File: src/rtl/crop_pkg.sv
`default_nettype none
// ============================================================================
// Module : crop_pkg
// Desc   : Shared FSM state type and counter-width helpers for the ROI cropper.
// Rev    : 1.0
// ============================================================================
package crop_pkg;

    typedef enum logic [1:0] {
        ST_IDLE  = 2'd0,
        ST_RUN   = 2'd1,
        ST_DRAIN = 2'd2
    } state_t;

    function automatic int calc_cw(input int max_cols);
        return $clog2(max_cols + 1);
    endfunction

    function automatic int calc_rw(input int max_rows);
        return $clog2(max_rows + 1);
    endfunction

endpackage
`default_nettype wire

File: src/rtl/roi_crop_engine_if.sv
`default_nettype none
// ============================================================================
// Module : roi_crop_engine_if
// Desc   : AXI4-Stream style pixel bus used on both sides of the cropper.
// Rev    : 1.0
// ============================================================================
interface roi_crop_engine_if #(
    parameter int DATA_W = 40,
    parameter int USER_W = 2
);
    logic              tvalid;
    logic              tready;
    logic [DATA_W-1:0] tdata;
    logic [USER_W-1:0] tuser;
    logic              tlast;

    modport master (output tvalid, output tdata, output tuser, output tlast, input tready);
    modport slave  (input tvalid, input tdata, input tuser, input tlast, output tready);
endinterface
`default_nettype wire

File: src/rtl/axis_skid_buffer.sv
`default_nettype none
// ============================================================================
// Module : axis_skid_buffer
// Desc   : Two-entry registered skid buffer; output held stable while stalled.
// Rev    : 1.0
// ============================================================================
module axis_skid_buffer #(
    parameter int DATA_WIDTH = 8
) (
    input  logic                  clk,
    input  logic                  reset,
    input  logic                  s_valid,
    output logic                  s_ready,
    input  logic [DATA_WIDTH-1:0] s_data,
    output logic                  m_valid,
    input  logic                  m_ready,
    output logic [DATA_WIDTH-1:0] m_data,
    output logic                  empty
);
    logic                  r_out_valid;
    logic                  r_skid_valid;
    logic [DATA_WIDTH-1:0] r_out_data;
    logic [DATA_WIDTH-1:0] r_skid_data;
    logic                  w_accept;

    // Ready depends only on registered state, so upstream sees no comb path from m_ready.
    assign s_ready  = !r_skid_valid;
    assign w_accept = s_valid && s_ready;
    assign m_valid  = r_out_valid;
    assign m_data   = r_out_data;
    assign empty    = !r_out_valid && !r_skid_valid;

    always_ff @(posedge clk) begin
        if (reset) begin
            r_out_valid  <= 1'b0;
            r_skid_valid <= 1'b0;
            r_out_data   <= '0;
            r_skid_data  <= '0;
        end else if (!r_out_valid || m_ready) begin
            if (r_skid_valid) begin
                r_out_data   <= r_skid_data;
                r_out_valid  <= 1'b1;
                r_skid_valid <= 1'b0;
            end else begin
                r_out_valid <= w_accept;
                if (w_accept) begin
                    r_out_data <= s_data;
                end
            end
        end else if (w_accept) begin
            r_skid_data  <= s_data;
            r_skid_valid <= 1'b1;
        end
    end
endmodule
`default_nettype wire

File: src/rtl/roi_crop_engine.sv
`default_nettype none
// ============================================================================
// Module : roi_crop_engine
// Desc   : Crops a rectangular region of interest out of a pixel stream.
// Rev    : 1.0
// ============================================================================
module roi_crop_engine
    import crop_pkg::*;
#(
    parameter int PIXEL_BIT_WIDTH = 10,
    parameter int PIXELS_PER_BEAT = 4,
    parameter int USER_WIDTH      = 2,
    parameter int MAX_COLS        = 4096,
    parameter int MAX_ROWS        = 3072,
    localparam int CW = calc_cw(MAX_COLS),
    localparam int RW = calc_rw(MAX_ROWS)
) (
    input  logic                       clk,
    input  logic                       reset,
    input  logic                       ap_start,
    output logic                       ap_idle,
    output logic                       ap_done,
    output logic                       cfg_err,
    output logic                       sync_err,
    input  logic [CW-1:0]              cfg_in_cols,
    input  logic [CW-1:0]              cfg_x0,
    input  logic [CW-1:0]              cfg_w,
    input  logic [RW-1:0]              cfg_in_rows,
    input  logic [RW-1:0]              cfg_y0,
    input  logic [RW-1:0]              cfg_h,
    roi_crop_engine_if.slave           s_axis,
    roi_crop_engine_if.master          m_axis,
    output logic [PIXEL_BIT_WIDTH-1:0] max_value
);
    localparam int            c_DW   = PIXELS_PER_BEAT * PIXEL_BIT_WIDTH;
    localparam int            c_SW   = c_DW + 1 + USER_WIDTH;
    localparam logic [CW-1:0] c_PPB  = CW'(PIXELS_PER_BEAT);

    state_t                       r_state;
    logic                         r_ap_idle, r_ap_done, r_cfg_err, r_sync_err;
    logic [CW-1:0]                r_in_cols, r_x0, r_w, r_col;
    logic [RW-1:0]                r_in_rows, r_y0, r_h, r_row;
    logic [PIXEL_BIT_WIDTH-1:0]   r_max_value;

    logic                         w_cfg_ok, w_accept, w_sof_restart, w_in_crop, w_fwd;
    logic                         w_row_end, w_frame_end, w_tlast, w_tsof;
    logic [CW-1:0]                w_col, w_col_next;
    logic [RW-1:0]                w_row;
    logic [USER_WIDTH-1:0]        w_tuser;
    logic [PIXEL_BIT_WIDTH-1:0]   w_beat_max;
    logic                         w_skid_ready, w_skid_empty, w_skid_valid;
    logic [c_SW-1:0]              w_skid_out;

    assign w_cfg_ok = (cfg_w != '0) && (cfg_h != '0)
                   && (({1'b0, cfg_x0} + {1'b0, cfg_w}) <= {1'b0, cfg_in_cols})
                   && (({1'b0, cfg_y0} + {1'b0, cfg_h}) <= {1'b0, cfg_in_rows})
                   && (cfg_in_rows <= RW'(MAX_ROWS)) && (cfg_in_cols <= CW'(MAX_COLS))
                   && ((cfg_in_cols % c_PPB) == '0) && ((cfg_x0 % c_PPB) == '0)
                   && ((cfg_w % c_PPB) == '0);

    assign s_axis.tready = (r_state == ST_RUN) && w_skid_ready;
    assign w_accept      = s_axis.tvalid && s_axis.tready;

    // A stray SOF re-anchors the raster: that beat becomes pixel (0,0).
    assign w_sof_restart = s_axis.tuser[0] && ((r_row != '0) || (r_col != '0));
    assign w_col         = w_sof_restart ? '0 : r_col;
    assign w_row         = w_sof_restart ? '0 : r_row;
    assign w_col_next    = w_col + c_PPB;
    assign w_row_end     = (w_col_next == r_in_cols);
    assign w_frame_end   = w_row_end && (w_row == (r_in_rows - 1'b1));

    assign w_in_crop = (w_row >= r_y0) && ({1'b0, w_row} < ({1'b0, r_y0} + {1'b0, r_h}))
                    && (w_col >= r_x0) && ({1'b0, w_col} < ({1'b0, r_x0} + {1'b0, r_w}));
    assign w_fwd     = w_accept && w_in_crop;
    assign w_tlast   = ({1'b0, w_col_next} == ({1'b0, r_x0} + {1'b0, r_w}));
    assign w_tsof    = (w_row == r_y0) && (w_col == r_x0);

    always_comb begin
        w_tuser    = s_axis.tuser;
        w_tuser[0] = w_tsof;
    end

    always_comb begin
        w_beat_max = '0;
        for (int k = 0; k < PIXELS_PER_BEAT; k++) begin
            if (s_axis.tdata[k*PIXEL_BIT_WIDTH +: PIXEL_BIT_WIDTH] > w_beat_max) begin
                w_beat_max = s_axis.tdata[k*PIXEL_BIT_WIDTH +: PIXEL_BIT_WIDTH];
            end
        end
    end

    always_ff @(posedge clk) begin
        if (reset) begin
            r_state     <= ST_IDLE;
            r_ap_idle   <= 1'b1;
            r_ap_done   <= 1'b0;
            r_cfg_err   <= 1'b0;
            r_sync_err  <= 1'b0;
            r_in_cols   <= '0;
            r_x0        <= '0;
            r_w         <= '0;
            r_in_rows   <= '0;
            r_y0        <= '0;
            r_h         <= '0;
            r_col       <= '0;
            r_row       <= '0;
            r_max_value <= '0;
        end else begin
            r_ap_done <= 1'b0;
            r_cfg_err <= 1'b0;
            case (r_state)
                ST_IDLE: begin
                    if (ap_start) begin
                        if (w_cfg_ok) begin
                            r_in_cols   <= cfg_in_cols;
                            r_x0        <= cfg_x0;
                            r_w         <= cfg_w;
                            r_in_rows   <= cfg_in_rows;
                            r_y0        <= cfg_y0;
                            r_h         <= cfg_h;
                            r_col       <= '0;
                            r_row       <= '0;
                            r_max_value <= '0;
                            r_sync_err  <= 1'b0;
                            r_ap_idle   <= 1'b0;
                            r_state     <= ST_RUN;
                        end else begin
                            r_cfg_err <= 1'b1;
                        end
                    end
                end
                ST_RUN: begin
                    if (w_accept) begin
                        if (w_sof_restart) begin
                            r_sync_err <= 1'b1;
                        end
                        if (w_fwd && (w_beat_max > r_max_value)) begin
                            r_max_value <= w_beat_max;
                        end
                        if (w_frame_end) begin
                            r_col   <= '0;
                            r_row   <= '0;
                            r_state <= ST_DRAIN;
                        end else if (w_row_end) begin
                            r_col <= '0;
                            r_row <= w_row + 1'b1;
                        end else begin
                            r_col <= w_col_next;
                            r_row <= w_row;
                        end
                    end
                end
                ST_DRAIN: begin
                    if (w_skid_empty) begin
                        r_ap_idle <= 1'b1;
                        r_ap_done <= 1'b1;
                        r_state   <= ST_IDLE;
                    end
                end
                default: begin
                    r_ap_idle <= 1'b1;
                    r_state   <= ST_IDLE;
                end
            endcase
        end
    end

    axis_skid_buffer #(
        .DATA_WIDTH (c_SW)
    ) u_skid (
        .clk     (clk),
        .reset   (reset),
        .s_valid (w_fwd),
        .s_ready (w_skid_ready),
        .s_data  ({w_tuser, w_tlast, s_axis.tdata}),
        .m_valid (w_skid_valid),
        .m_ready (m_axis.tready),
        .m_data  (w_skid_out),
        .empty   (w_skid_empty)
    );

    assign m_axis.tvalid = w_skid_valid;
    assign m_axis.tdata  = w_skid_out[c_DW-1:0];
    assign m_axis.tlast  = w_skid_out[c_DW];
    assign m_axis.tuser  = w_skid_out[c_DW+1 +: USER_WIDTH];

    assign ap_idle   = r_ap_idle;
    assign ap_done   = r_ap_done;
    assign cfg_err   = r_cfg_err;
    assign sync_err  = r_sync_err;
    assign max_value = r_max_value;
endmodule
`default_nettype wire

File: src/flat_wrapper.sv
// flat-port wrapper written by rule: the top's interface ports become plain ports
module roi_crop_engine_flat import crop_pkg::*;
#(
    parameter int PIXEL_BIT_WIDTH = 10,
    parameter int PIXELS_PER_BEAT = 4,
    parameter int USER_WIDTH      = 2,
    parameter int MAX_COLS        = 4096,
    parameter int MAX_ROWS        = 3072,
    localparam int CW = calc_cw(MAX_COLS),
    localparam int RW = calc_rw(MAX_ROWS)
)
  (clk, reset, ap_start, ap_idle, ap_done, cfg_err, sync_err, cfg_in_cols, cfg_x0, cfg_w, cfg_in_rows, cfg_y0, cfg_h, max_value, s_axis_tvalid, s_axis_tdata, s_axis_tuser, s_axis_tlast, s_axis_tready, m_axis_tvalid, m_axis_tdata, m_axis_tuser, m_axis_tlast, m_axis_tready);
  roi_crop_engine_if #(.DATA_W(((10) * (4))), .USER_W((2))) s_axis_i ();
  roi_crop_engine_if #(.DATA_W(((10) * (4))), .USER_W((2))) m_axis_i ();
  input  logic clk;
  input  logic reset;
  input  logic ap_start;
  output logic ap_idle;
  output logic ap_done;
  output logic cfg_err;
  output logic sync_err;
  input  logic [CW-1:0] cfg_in_cols;
  input  logic [CW-1:0] cfg_x0;
  input  logic [CW-1:0] cfg_w;
  input  logic [RW-1:0] cfg_in_rows;
  input  logic [RW-1:0] cfg_y0;
  input  logic [RW-1:0] cfg_h;
  output logic [PIXEL_BIT_WIDTH-1:0] max_value;
  input wire logic [$bits(s_axis_i.tvalid)-1:0] s_axis_tvalid;
  input wire logic [$bits(s_axis_i.tdata)-1:0] s_axis_tdata;
  input wire logic [$bits(s_axis_i.tuser)-1:0] s_axis_tuser;
  input wire logic [$bits(s_axis_i.tlast)-1:0] s_axis_tlast;
  output wire logic [$bits(s_axis_i.tready)-1:0] s_axis_tready;
  output wire logic [$bits(m_axis_i.tvalid)-1:0] m_axis_tvalid;
  output wire logic [$bits(m_axis_i.tdata)-1:0] m_axis_tdata;
  output wire logic [$bits(m_axis_i.tuser)-1:0] m_axis_tuser;
  output wire logic [$bits(m_axis_i.tlast)-1:0] m_axis_tlast;
  input wire logic [$bits(m_axis_i.tready)-1:0] m_axis_tready;
  assign s_axis_i.tvalid = s_axis_tvalid;
  assign s_axis_i.tdata = s_axis_tdata;
  assign s_axis_i.tuser = s_axis_tuser;
  assign s_axis_i.tlast = s_axis_tlast;
  assign s_axis_tready = s_axis_i.tready;
  assign m_axis_tvalid = m_axis_i.tvalid;
  assign m_axis_tdata = m_axis_i.tdata;
  assign m_axis_tuser = m_axis_i.tuser;
  assign m_axis_tlast = m_axis_i.tlast;
  assign m_axis_i.tready = m_axis_tready;
  roi_crop_engine #(.PIXEL_BIT_WIDTH(PIXEL_BIT_WIDTH), .PIXELS_PER_BEAT(PIXELS_PER_BEAT), .USER_WIDTH(USER_WIDTH), .MAX_COLS(MAX_COLS), .MAX_ROWS(MAX_ROWS)) u_core (.clk(clk), .reset(reset), .ap_start(ap_start), .ap_idle(ap_idle), .ap_done(ap_done), .cfg_err(cfg_err), .sync_err(sync_err), .cfg_in_cols(cfg_in_cols), .cfg_x0(cfg_x0), .cfg_w(cfg_w), .cfg_in_rows(cfg_in_rows), .cfg_y0(cfg_y0), .cfg_h(cfg_h), .s_axis(s_axis_i), .m_axis(m_axis_i), .max_value(max_value));
endmodule
File: config.mk
export PLATFORM = sky130hd
export DESIGN_NAME = roi_crop_engine_flat
export DESIGN_NICKNAME = d
export VERILOG_FILES = /design/src/rtl/crop_pkg.sv /design/src/rtl/roi_crop_engine_if.sv /design/src/rtl/axis_skid_buffer.sv /design/src/rtl/roi_crop_engine.sv /design/src/flat_wrapper.sv
export SDC_FILE = /design/constraint.sdc
export NUM_CORES = 1
export LEC_CHECK = 0
export ABC_AREA = 1
export CORE_UTILIZATION = 52
export DETAILED_ROUTE_END_ITERATION = 7
export HOLD_SLACK_MARGIN = 0.03
export PLACE_DENSITY = 0.79
export SYNTH_ARGS = -nofsm -noshare
export SYNTH_HDL_FRONTEND = slang
export SYNTH_SLANG_ARGS = --single-unit
File: constraint.sdc
create_clock -name clk -period 5.75 [get_ports clk]
set_clock_uncertainty 0.2 [all_clocks]
set_input_delay 0.575 -clock clk [delete_from_list [all_inputs] [get_ports clk]]
set_output_delay 0.575 -clock clk [all_outputs]
set_load 0.05 [all_outputs]
==> reports/metrics.json, run 1 <==
{
  "final_layout_size_suffix_gt1_share": {"value": 11.4, "unit": "%"},
  "final.fill_count": {"value": 2387},
  "critical-path-top-cell-by-count": {"value": "sky130_fd_sc_hd__nand2_1"},
  "timing_worst_slew_pin_value": {"value": 1.05, "unit": "ns"},
  "min_from": {"value": "reset"},
  "timing_hold_violations_final": {"value": 0},
  "h-tree-depth": {"value": 1},
  "fin_cells": {"value": 2793},
  "cts.clk_slew.worst_paths": {"value": 0.06, "unit": "ns"},
  "irDropWorstVdd": {"value": 0.000237, "unit": "V"},
  "grt_pass1_wl": {"value": 71500, "unit": "um"},
  "worst_setup_path_end_kind": {"value": "flip-flop"},
  "finalCritPeriodShare": {"value": 106, "unit": "%"},
  "grt_use_total": {"value": 30.5, "unit": "%"},
  "worst_min_path_class": {"value": "input pin to flip-flop"},
  "total_leakage_power": {"value": 0.00865, "unit": "uW"},
  "power_frac_clock": {"value": 38.3, "unit": "%"},
  "first_global_vias": {"value": 14376},
  "area_growth_synth_to_finish": {"value": 28.1, "unit": "%"},
  "dp_hpwl": {"value": 33700, "unit": "um"},
  "fin_ws": {"value": -0.354, "unit": "ns"},
  "cts-root-to-sink-buffers": {"value": 3},
  "placementRows": {"value": 61},
  "power.net_switching": {"value": 1120, "unit": "uW"},
  "synth_enable_flop_cells": {"value": 0},
  "crit_path_start": {"value": "s_axis_tdata[1]"},
  "yosysSeqAreaShare": {"value": 27.8, "unit": "%"},
  "ant_nets": {"value": 0},
  "swShare": {"value": 28.8, "unit": "%"},
  "worst_ep_arrival_time": {"value": 6.26, "unit": "ns"},
  "nNetsFinal": {"value": 2692},
  "synthesis.nets": {"value": 2463},
  "failed_checks": {"value": "negative setup slack"},
  "grt.overflow.total": {"value": 0},
  "slew_violations": {"value": 0},
  "die_height": {"value": 170, "unit": "um"},
  "antenna_cells": {"value": 0},
  "worst-r2r-setup-slack": {"value": 0.91, "unit": "ns"},
  "hold_path_depth": {"value": 2},
  "numCtsBuffers": {"value": 23},
  "highest_clock_rate": {"value": 164, "unit": "MHz"},
  "intPower": {"value": 2780, "unit": "uW"},
  "largest_net_degree_at_the_start_of_global_routing": {"value": 91},
  "design.die.area": {"value": 28900, "unit": "um^2"},
  "post-place-cells": {"value": 2735},
  "place_congestion": {"value": 0.951},
  "drt_first_iter_violations": {"value": 1443},
  "clkSinkCount": {"value": 204},
  "synth-warning-count": {"value": 0},
  "share_seq_of_total_power": {"value": 36.3, "unit": "%"},
  "flops_latches_synth": {"value": 204},
  "cp_data_required_time": {"value": 5.91, "unit": "ns"},
  "fin_crit": {"value": 6.10, "unit": "ns"},
  "max-slew-margin-rel": {"value": 29.8, "unit": "%"},
  "fin_total_pwr": {"value": 3900, "unit": "uW"},
  "synth_flop_cell": {"value": "sky130_fd_sc_hd__dfxtp_1"},
  "netlist_instances": {"value": 2169},
  "ios": {"value": 182},
  "yosysUniqueCellTypes": {"value": 50},
  "worst-r2r-cell-count": {"value": 21},
  "setup-violations-final": {"value": 10},
  "rsz0062_at_grt": {"value": "true"},
  "grt_antenna_before_repair": {"value": 0},
  "core-area": {"value": 27800, "unit": "um^2"},
  "cp_max_fo": {"value": 7},
  "floorplan.initialDensity": {"value": 52.8, "unit": "%"},
  "viasPerCell": {"value": 5.52},
  "post-route-drc-count": {"value": 0},
  "floorplan.die.width": {"value": 170, "unit": "um"},
  "via_count": {"value": 15405},
  "drt_first_pass_iters": {"value": 5},
  "slowest_stage": {"value": "sky130_fd_sc_hd__ha_1"},
  "cp.depth": {"value": 45},
  "worstSkewPairLatency": {"value": 0.53, "unit": "ns"},
  "place.port_buffers": {"value": 180},
  "route.detailed.wl_per_inst": {"value": 16.3, "unit": "um"},
  "worst_path_largest_cell_delay": {"value": 0.29, "unit": "ns"},
  "path_class": {"value": "input pin to flip-flop"},
  "cpLargestDelayFamily": {"value": "compound AO/OA/AOI/OAI gates"},
  "status": {"value": "finished, violations left"},
  "syn-mean-instance-area": {"value": 6.77, "unit": "um^2"},
  "cts_tree": {"value": "yes"},
  "reg2reg_from": {"value": "u_core.r_col[9]$_SDFFE_PP0P_"},
  "postRouteWirelength": {"value": 45400, "unit": "um"},
  "timing.critical_path.buf_inv": {"value": 8},
  "power-per-cell-area": {"value": 208, "unit": "nW/um^2"},
  "netlist_area_pre_place": {"value": 14700, "unit": "um^2"},
  "async_flop_share": {"value": 0, "unit": "%"},
  "maxCapViolCount": {"value": 0},
  "power.share.combinational": {"value": 25.4, "unit": "%"},
  "timing.critical_path.from_type": {"value": "input pin"},
  "root_buffer": {"value": "sky130_fd_sc_hd__clkbuf_16"}
}
power by group through the flow:
stage	clock [uW]	sequential, uW	combinational, uW
2_1_floorplan	0	1450	437
3_3_place_gp	0	1450	786
3_5_place_dp	0	1450	797
4_1_cts	1520	1420	815
5_1_grt	1570	1420	1090
6_report	1490	1420	992
metrics by stage:
| stage | instance area [um^2] | TNS (ns) | hold WS [ns] | setup slack, ns | util, % |
|---|---|---|---|---|---|
| 2_1_floorplan | 14700 | -0.00435 | 0.229 | -0.00435 | - |
| 3_3_place_gp | 17400 | -11.67 | 0.240 | -1.17 | 62.5 |
| 3_5_place_dp | 17400 | -13.70 | 0.244 | -1.38 | 62.5 |
| 4_1_cts | 18200 | -4.15 | 0.169 | -0.423 | 65.4 |
| 5_1_grt | 18800 | -6.74 | 0.183 | -0.685 | 67.7 |
| 6_report | 18800 | -3.30 | 0.188 | -0.354 | 67.7 |
logic make-up (layout without fill, tap and decap cells):
family	count (synthesis)	count (layout)	share of synthesized area, %
flops	204	204	27.8
fa+ha+maj	171	171	14.8
xor+xnor	73	73	4.36
buf+inv	345	591	9.22
simple gates	936	936	27.6
compound gates	440	440	16.2
layout make-up:
class	instances	area, um^2	share of cell area [%]
Tap cell	378	473	2.52
Timing Repair inverter	1	6.26	0.0333
Inverter	261	1010	5.36
Clock buffer	34	657	3.49
Clock inverter	8	105	0.559
Sequential cell	204	4090	21.7
Multi-Input combinational cell	1620	9730	51.7
Timing Repair Buffer	287	2740	14.6
flip-flops by register name (all words and copies together) (netlist names), 13 cells and up:
signal                     cells
u_core.r_col                  13
u_core.r_in_cols              13
u_core.u_skid.r_skid_data     43
u_core.r_w                    13
u_core.r_x0                   13
u_core.u_skid.m_data          43
timing repair:
action / in CTS / in global routing
hold buffers: 0 / 0
pin swaps: 6 / 42
gates cloned: 1 / 5
buffers inserted: 1 / 9
resized for setup: 16 / 120
setup endpoints to repair: 10 / 10
worst paths after layout:
path,endpoint
max reg2reg,u_core.u_skid.r_skid_data[1]$_SDFFE_PP0P_
min reg2reg,u_core.r_w[0]$_SDFFE_PP0P_
max,u_core.max_value[8]$_SDFFE_PP0P_
min,u_core.r_x0[11]$_SDFFE_PP0P_
layer usage:
metal / track usage [%] / vias to the layer above / wire, um
li1: - / 7657 / -
met1: 41.2 / 7140 / 19900
met2: 50.8 / 499 / 21300
met3: 3.51 / 109 / 2760
met4: 9.13 / 0 / 1450
met5: 0 / - / 0
layout by cell type, fill, tap and decap left out, types with 25 or more instances in the layout:
cell                              count
sky130_fd_sc_hd__nand3_1            131
sky130_fd_sc_hd__a211oi_1            29
sky130_fd_sc_hd__buf_4               96
sky130_fd_sc_hd__clkdlybuf4s50_1    163
sky130_fd_sc_hd__nand4_1             49
sky130_fd_sc_hd__nand2_1            427
sky130_fd_sc_hd__nor2_1             222
sky130_fd_sc_hd__clkbuf_16           25
sky130_fd_sc_hd__a21oi_1            197
sky130_fd_sc_hd__ha_1               148
sky130_fd_sc_hd__o21ai_0            152
sky130_fd_sc_hd__dfxtp_1            203
sky130_fd_sc_hd__inv_1              240
sky130_fd_sc_hd__nand2_2             27
sky130_fd_sc_hd__xor2_1              49
cell usage after synthesis (7+ instances only):
master | instances | area (um^2)
sky130_fd_sc_hd__nand2_1 | 453 | 1700
sky130_fd_sc_hd__inv_1 | 251 | 942
sky130_fd_sc_hd__nor2_1 | 227 | 852
sky130_fd_sc_hd__a21oi_1 | 206 | 1030
sky130_fd_sc_hd__dfxtp_1 | 204 | 4080
sky130_fd_sc_hd__ha_1 | 167 | 2090
sky130_fd_sc_hd__o21ai_0 | 167 | 836
sky130_fd_sc_hd__nand3_1 | 137 | 686
sky130_fd_sc_hd__clkbuf_1 | 60 | 225
sky130_fd_sc_hd__nand4_1 | 49 | 307
sky130_fd_sc_hd__xor2_1 | 49 | 429
sky130_fd_sc_hd__a211oi_1 | 29 | 218
sky130_fd_sc_hd__xnor2_1 | 24 | 210
sky130_fd_sc_hd__nor3_1 | 20 | 100
sky130_fd_sc_hd__buf_2 | 16 | 80.1
sky130_fd_sc_hd__nor4_1 | 10 | 62.6
sky130_fd_sc_hd__nand2_2 | 8 | 50.1
sky130_fd_sc_hd__nor2_2 | 7 | 43.8
Power figures use the tool's default switching activity.
==> run 2: changes to the inputs <==
==> constraint.sdc (replaced) <==
create_clock -name clk -period 5.75 [get_ports clk]
set_clock_uncertainty 0.2 [all_clocks]
set_input_delay 1.15 -clock clk [delete_from_list [all_inputs] [get_ports clk]]
set_output_delay 1.15 -clock clk [all_outputs]
set_load 0.02 [all_outputs]
==> run 2 against run 1 <==
Compared with the run above: the flow still finishes with violations (negative setup slack); combinational power grew 9.9%; sequential cell count is the same; non-clock buffer count grew 38; highest routed layer unchanged.
==> reports/metrics.json, run 2 (same netlist as run 1, synthesis figures left out) <==
{
  "status": {"value": "finished, violations left"},
  "failed_checks": {"value": "negative setup slack"},
  "maxCapViolCount": {"value": 0, "change": "unchanged"},
  "first_global_vias": {"value": 15065, "change": "+4.8%"},
  "ios": {"value": 182, "change": "unchanged"},
  "cts.clk_slew.worst_paths": {"value": 0.06, "unit": "ns", "change": "about the same"},
  "floorplan.initialDensity": {"value": 52.8, "unit": "%", "change": "unchanged"},
  "finalCritPeriodShare": {"value": 118, "unit": "%", "change": "+11 points"},
  "cts_tree": {"value": "yes"},
  "worst_min_path_class": {"value": "flip-flop to flip-flop"},
  "area_growth_synth_to_finish": {"value": 31.5, "unit": "%"},
  "fin_ws": {"value": -1.01, "unit": "ns", "change": "-0.656 ns"},
  "worst-r2r-setup-slack": {"value": 1.25, "unit": "ns", "change": "+0.34 ns"},
  "grt_use_total": {"value": 32.0, "unit": "%", "change": "+1.5 points"},
  "fin_cells": {"value": 2830, "change": "+1.3%"},
  "power-per-cell-area": {"value": 212, "unit": "nW/um^2", "change": "+1.9%"},
  "postLayoutCellArea": {"value": 19300, "unit": "um^2", "change": "+2.6%"},
  "slowest_stage": {"value": "sky130_fd_sc_hd__ha_4"},
  "die_height": {"value": 170, "unit": "um", "change": "unchanged"},
  "max-slew-margin-rel": {"value": 39.3, "unit": "%", "change": "+9.5 points"},
  "route.detailed.wl_per_inst": {"value": 16.7, "unit": "um", "change": "+3.0%"},
  "ctsHoldBuffers": {"value": 0, "change": "unchanged"},
  "largest_net_degree_at_the_start_of_global_routing": {"value": 80, "change": "-12%"},
  "final_layout_size_suffix_gt1_share": {"value": 14.0, "unit": "%", "change": "+2.6 points"},
  "grt.overflow.total": {"value": 0, "change": "unchanged"},
  "irDropWorstVdd": {"value": 0.000275, "unit": "V", "change": "+16%"},
  "post-route-util": {"value": 69.4, "unit": "%", "change": "+1.8 points"},
  "nNetsFinal": {"value": 2730, "change": "+1.4%"},
  "slew_violations": {"value": 0, "change": "unchanged"},
  "post-route-drc-count": {"value": 0, "change": "unchanged"},
  "timing_hold_violations_final": {"value": 0, "change": "unchanged"},
  "ant_nets": {"value": 0, "change": "unchanged"},
  "worst_path_largest_cell_delay": {"value": 0.28, "unit": "ns", "change": "about the same"},
  "total_leakage_power": {"value": 0.00882, "unit": "uW", "change": "+2.0%"},
  "cts-root-to-sink-buffers": {"value": 3, "change": "unchanged"},
  "grt_pass1_wl": {"value": 74800, "unit": "um", "change": "+4.5%"},
  "power.net_switching": {"value": 1160, "unit": "uW", "change": "+3.7%"},
  "mostFrequentLayoutCells": {"value": "418 x sky130_fd_sc_hd__nand2_1, 241 x sky130_fd_sc_hd__inv_1, 222 x sky130_fd_sc_hd__nor2_1"},
  "cp_data_required_time": {"value": 5.99, "unit": "ns", "change": "+0.08 ns"},
  "floorplan.die.width": {"value": 170, "unit": "um", "change": "unchanged"},
  "numCtsBuffers": {"value": 23, "change": "unchanged"},
  "critical-path-top-cell-by-count": {"value": "sky130_fd_sc_hd__o21a_1"},
  "drt_first_pass_iters": {"value": 6, "change": "+1"},
  "fin_crit": {"value": 6.76, "unit": "ns", "change": "+0.656 ns"},
  "post-place-cells": {"value": 2749, "change": "+0.51%"},
  "share_seq_of_total_power": {"value": 34.7, "unit": "%", "change": "-1.6 points"},
  "placementRows": {"value": 61, "change": "unchanged"},
  "via_count": {"value": 15781, "change": "+2.4%"},
  "viasPerCell": {"value": 5.58, "change": "+1.1%"},
  "clkSinkCount": {"value": 204, "change": "unchanged"},
  "dpl_cell_area": {"value": 17500, "unit": "um^2", "change": "+0.89%"},
  "timing.critical_path.from_type": {"value": "input pin"},
  "place.port_buffers": {"value": 180, "change": "unchanged"},
  "power_frac_clock": {"value": 38.6, "unit": "%", "change": "+0.3 points"},
  "rsz0062_at_grt": {"value": "true"},
  "power.share.combinational": {"value": 26.7, "unit": "%", "change": "+1.3 points"},
  "design.die.area": {"value": 28900, "unit": "um^2", "change": "unchanged"},
  "worst_setup_path_end_kind": {"value": "flip-flop"},
  "fin_total_pwr": {"value": 4080, "unit": "uW", "change": "+4.6%"},
  "drt_first_iter_violations": {"value": 1383, "change": "-4.2%"},
  "layout_commonest_cell": {"value": "sky130_fd_sc_hd__nand2_1"},
  "postRouteWirelength": {"value": 47400, "unit": "um", "change": "+4.3%"},
  "cp_max_fo": {"value": 8, "change": "+1"},
  "setup-violations-final": {"value": 10, "change": "unchanged"},
  "timing_worst_slew_pin_value": {"value": 0.911, "unit": "ns", "change": "-0.143 ns"},
  "path_class": {"value": "input pin to flip-flop"},
  "core-area": {"value": 27800, "unit": "um^2", "change": "unchanged"},
  "root_buffer": {"value": "sky130_fd_sc_hd__clkbuf_16"},
  "swShare": {"value": 28.5, "unit": "%", "change": "-0.24 points"},
  "h-tree-depth": {"value": 1, "change": "unchanged"},
  "worst_ep_arrival_time": {"value": 7.00, "unit": "ns", "change": "+0.74 ns"},
  "intPower": {"value": 2920, "unit": "uW", "change": "+5.0%"},
  "worstSkewPairLatency": {"value": 0.52, "unit": "ns", "change": "about the same"},
  "place_congestion": {"value": 0.962, "change": "+1.1%"},
  "highest_clock_rate": {"value": 148, "unit": "MHz", "change": "-9.7%"},
  "grt_antenna_before_repair": {"value": 0, "change": "unchanged"},
  "dp_hpwl": {"value": 34300, "unit": "um", "change": "+1.6%"}
}
==> run 2: changes by cell type in the layout (fill, tap and decap cells not counted), sizes merged <==
cell	delta
dlygate4sd2	+8
clkinv	-3
diode	+1
dlymetal6s2s	-14
clkbuf	-2
bufbuf	+1
inv	+1
bufinv	+1
buf	+44
==> run 2: path summary, 6_finish.rpt <==
kind	start	endpoint	cells past startpoint
max	s_axis_tdata[1]	u_core.max_value[7]$_SDFFE_PP0P_	46
min	u_core.u_skid.m_data[0]$_SDFFE_PP0P_	u_core.u_skid.m_data[0]$_SDFFE_PP0P_	2
max reg2reg	u_core.r_x0[0]$_SDFFE_PP0P_	u_core.u_skid.r_skid_data[37]$_SDFFE_PP0P_	23
min reg2reg	u_core.u_skid.m_data[0]$_SDFFE_PP0P_	u_core.u_skid.m_data[0]$_SDFFE_PP0P_	2
==> run 2: cell type report <==
| type | instances | area [um^2] |
|---|---|---|
| antenna | 1 | 2.50 |
| tap | 378 | 473 |
| timing repair inverter | 1 | 11.3 |
| timing repair buffer | 325 | 3020 |
| inverter | 261 | 1000 |
| fill | 2316 | 8490 |
| multi-input combinational | 1620 | 9890 |
| clock inverter | 7 | 114 |
| clock buffer | 33 | 693 |
| sequential | 204 | 4090 |
==> run 2: worst max-delay path, delay by kind of cell <==
family / cells / cell delay (ns)
AOI/OAI and AO/OA: 18 / 2.59
adders and majority gates: 4 / 0.96
buffers and inverters: 9 / 0.89
and+or+nand+nor: 15 / 1.39
==> run 2: per-layer routing <==
| metal | routed length, um | up-vias | GRT usage, % |
|---|---|---|---|
| met5 | 0 | - | 0 |
| met4 | 1850 | 0 | 12.7 |
| met3 | 3070 | 123 | 5.35 |
| met2 | 22100 | 535 | 54.2 |
| met1 | 20300 | 7359 | 40.3 |
| li1 | - | 7764 | - |
==> run 2: power groups by stage <==
stage / logic, uW / registers, uW / clock network, uW
6_report: 1090 / 1420 / 1570
5_1_grt: 1180 / 1420 / 1650
4_1_cts: 959 / 1420 / 1590
3_5_place_dp: 797 / 1450 / 0
3_3_place_gp: 781 / 1450 / 0
2_1_floorplan: 436 / 1450 / 0
==> run 2: timing repair <==
action / in CTS / in global routing
buffers inserted: 24 / 14
endpoints found under the setup margin: 10 / 10
hold endpoints to repair: 0 / 0
pin swaps: 37 / 43
gates cloned: 4 / 1
resized for setup: 136 / 59
==> run 2: stage by stage <==
| stage | hold slack, ns | setup slack (ns) | setup TNS [ns] |
|---|---|---|---|
| 6_report | 0.260 | -1.01 | -9.85 |
| 5_1_grt | 0.283 | -1.33 | -13.06 |
| 4_1_cts | 0.261 | -0.797 | -7.62 |
| 3_5_place_dp | 0.252 | -1.96 | -19.44 |
| 3_3_place_gp | 0.244 | -1.70 | -16.96 |
| 2_1_floorplan | 0.229 | -0.578 | -5.76 |
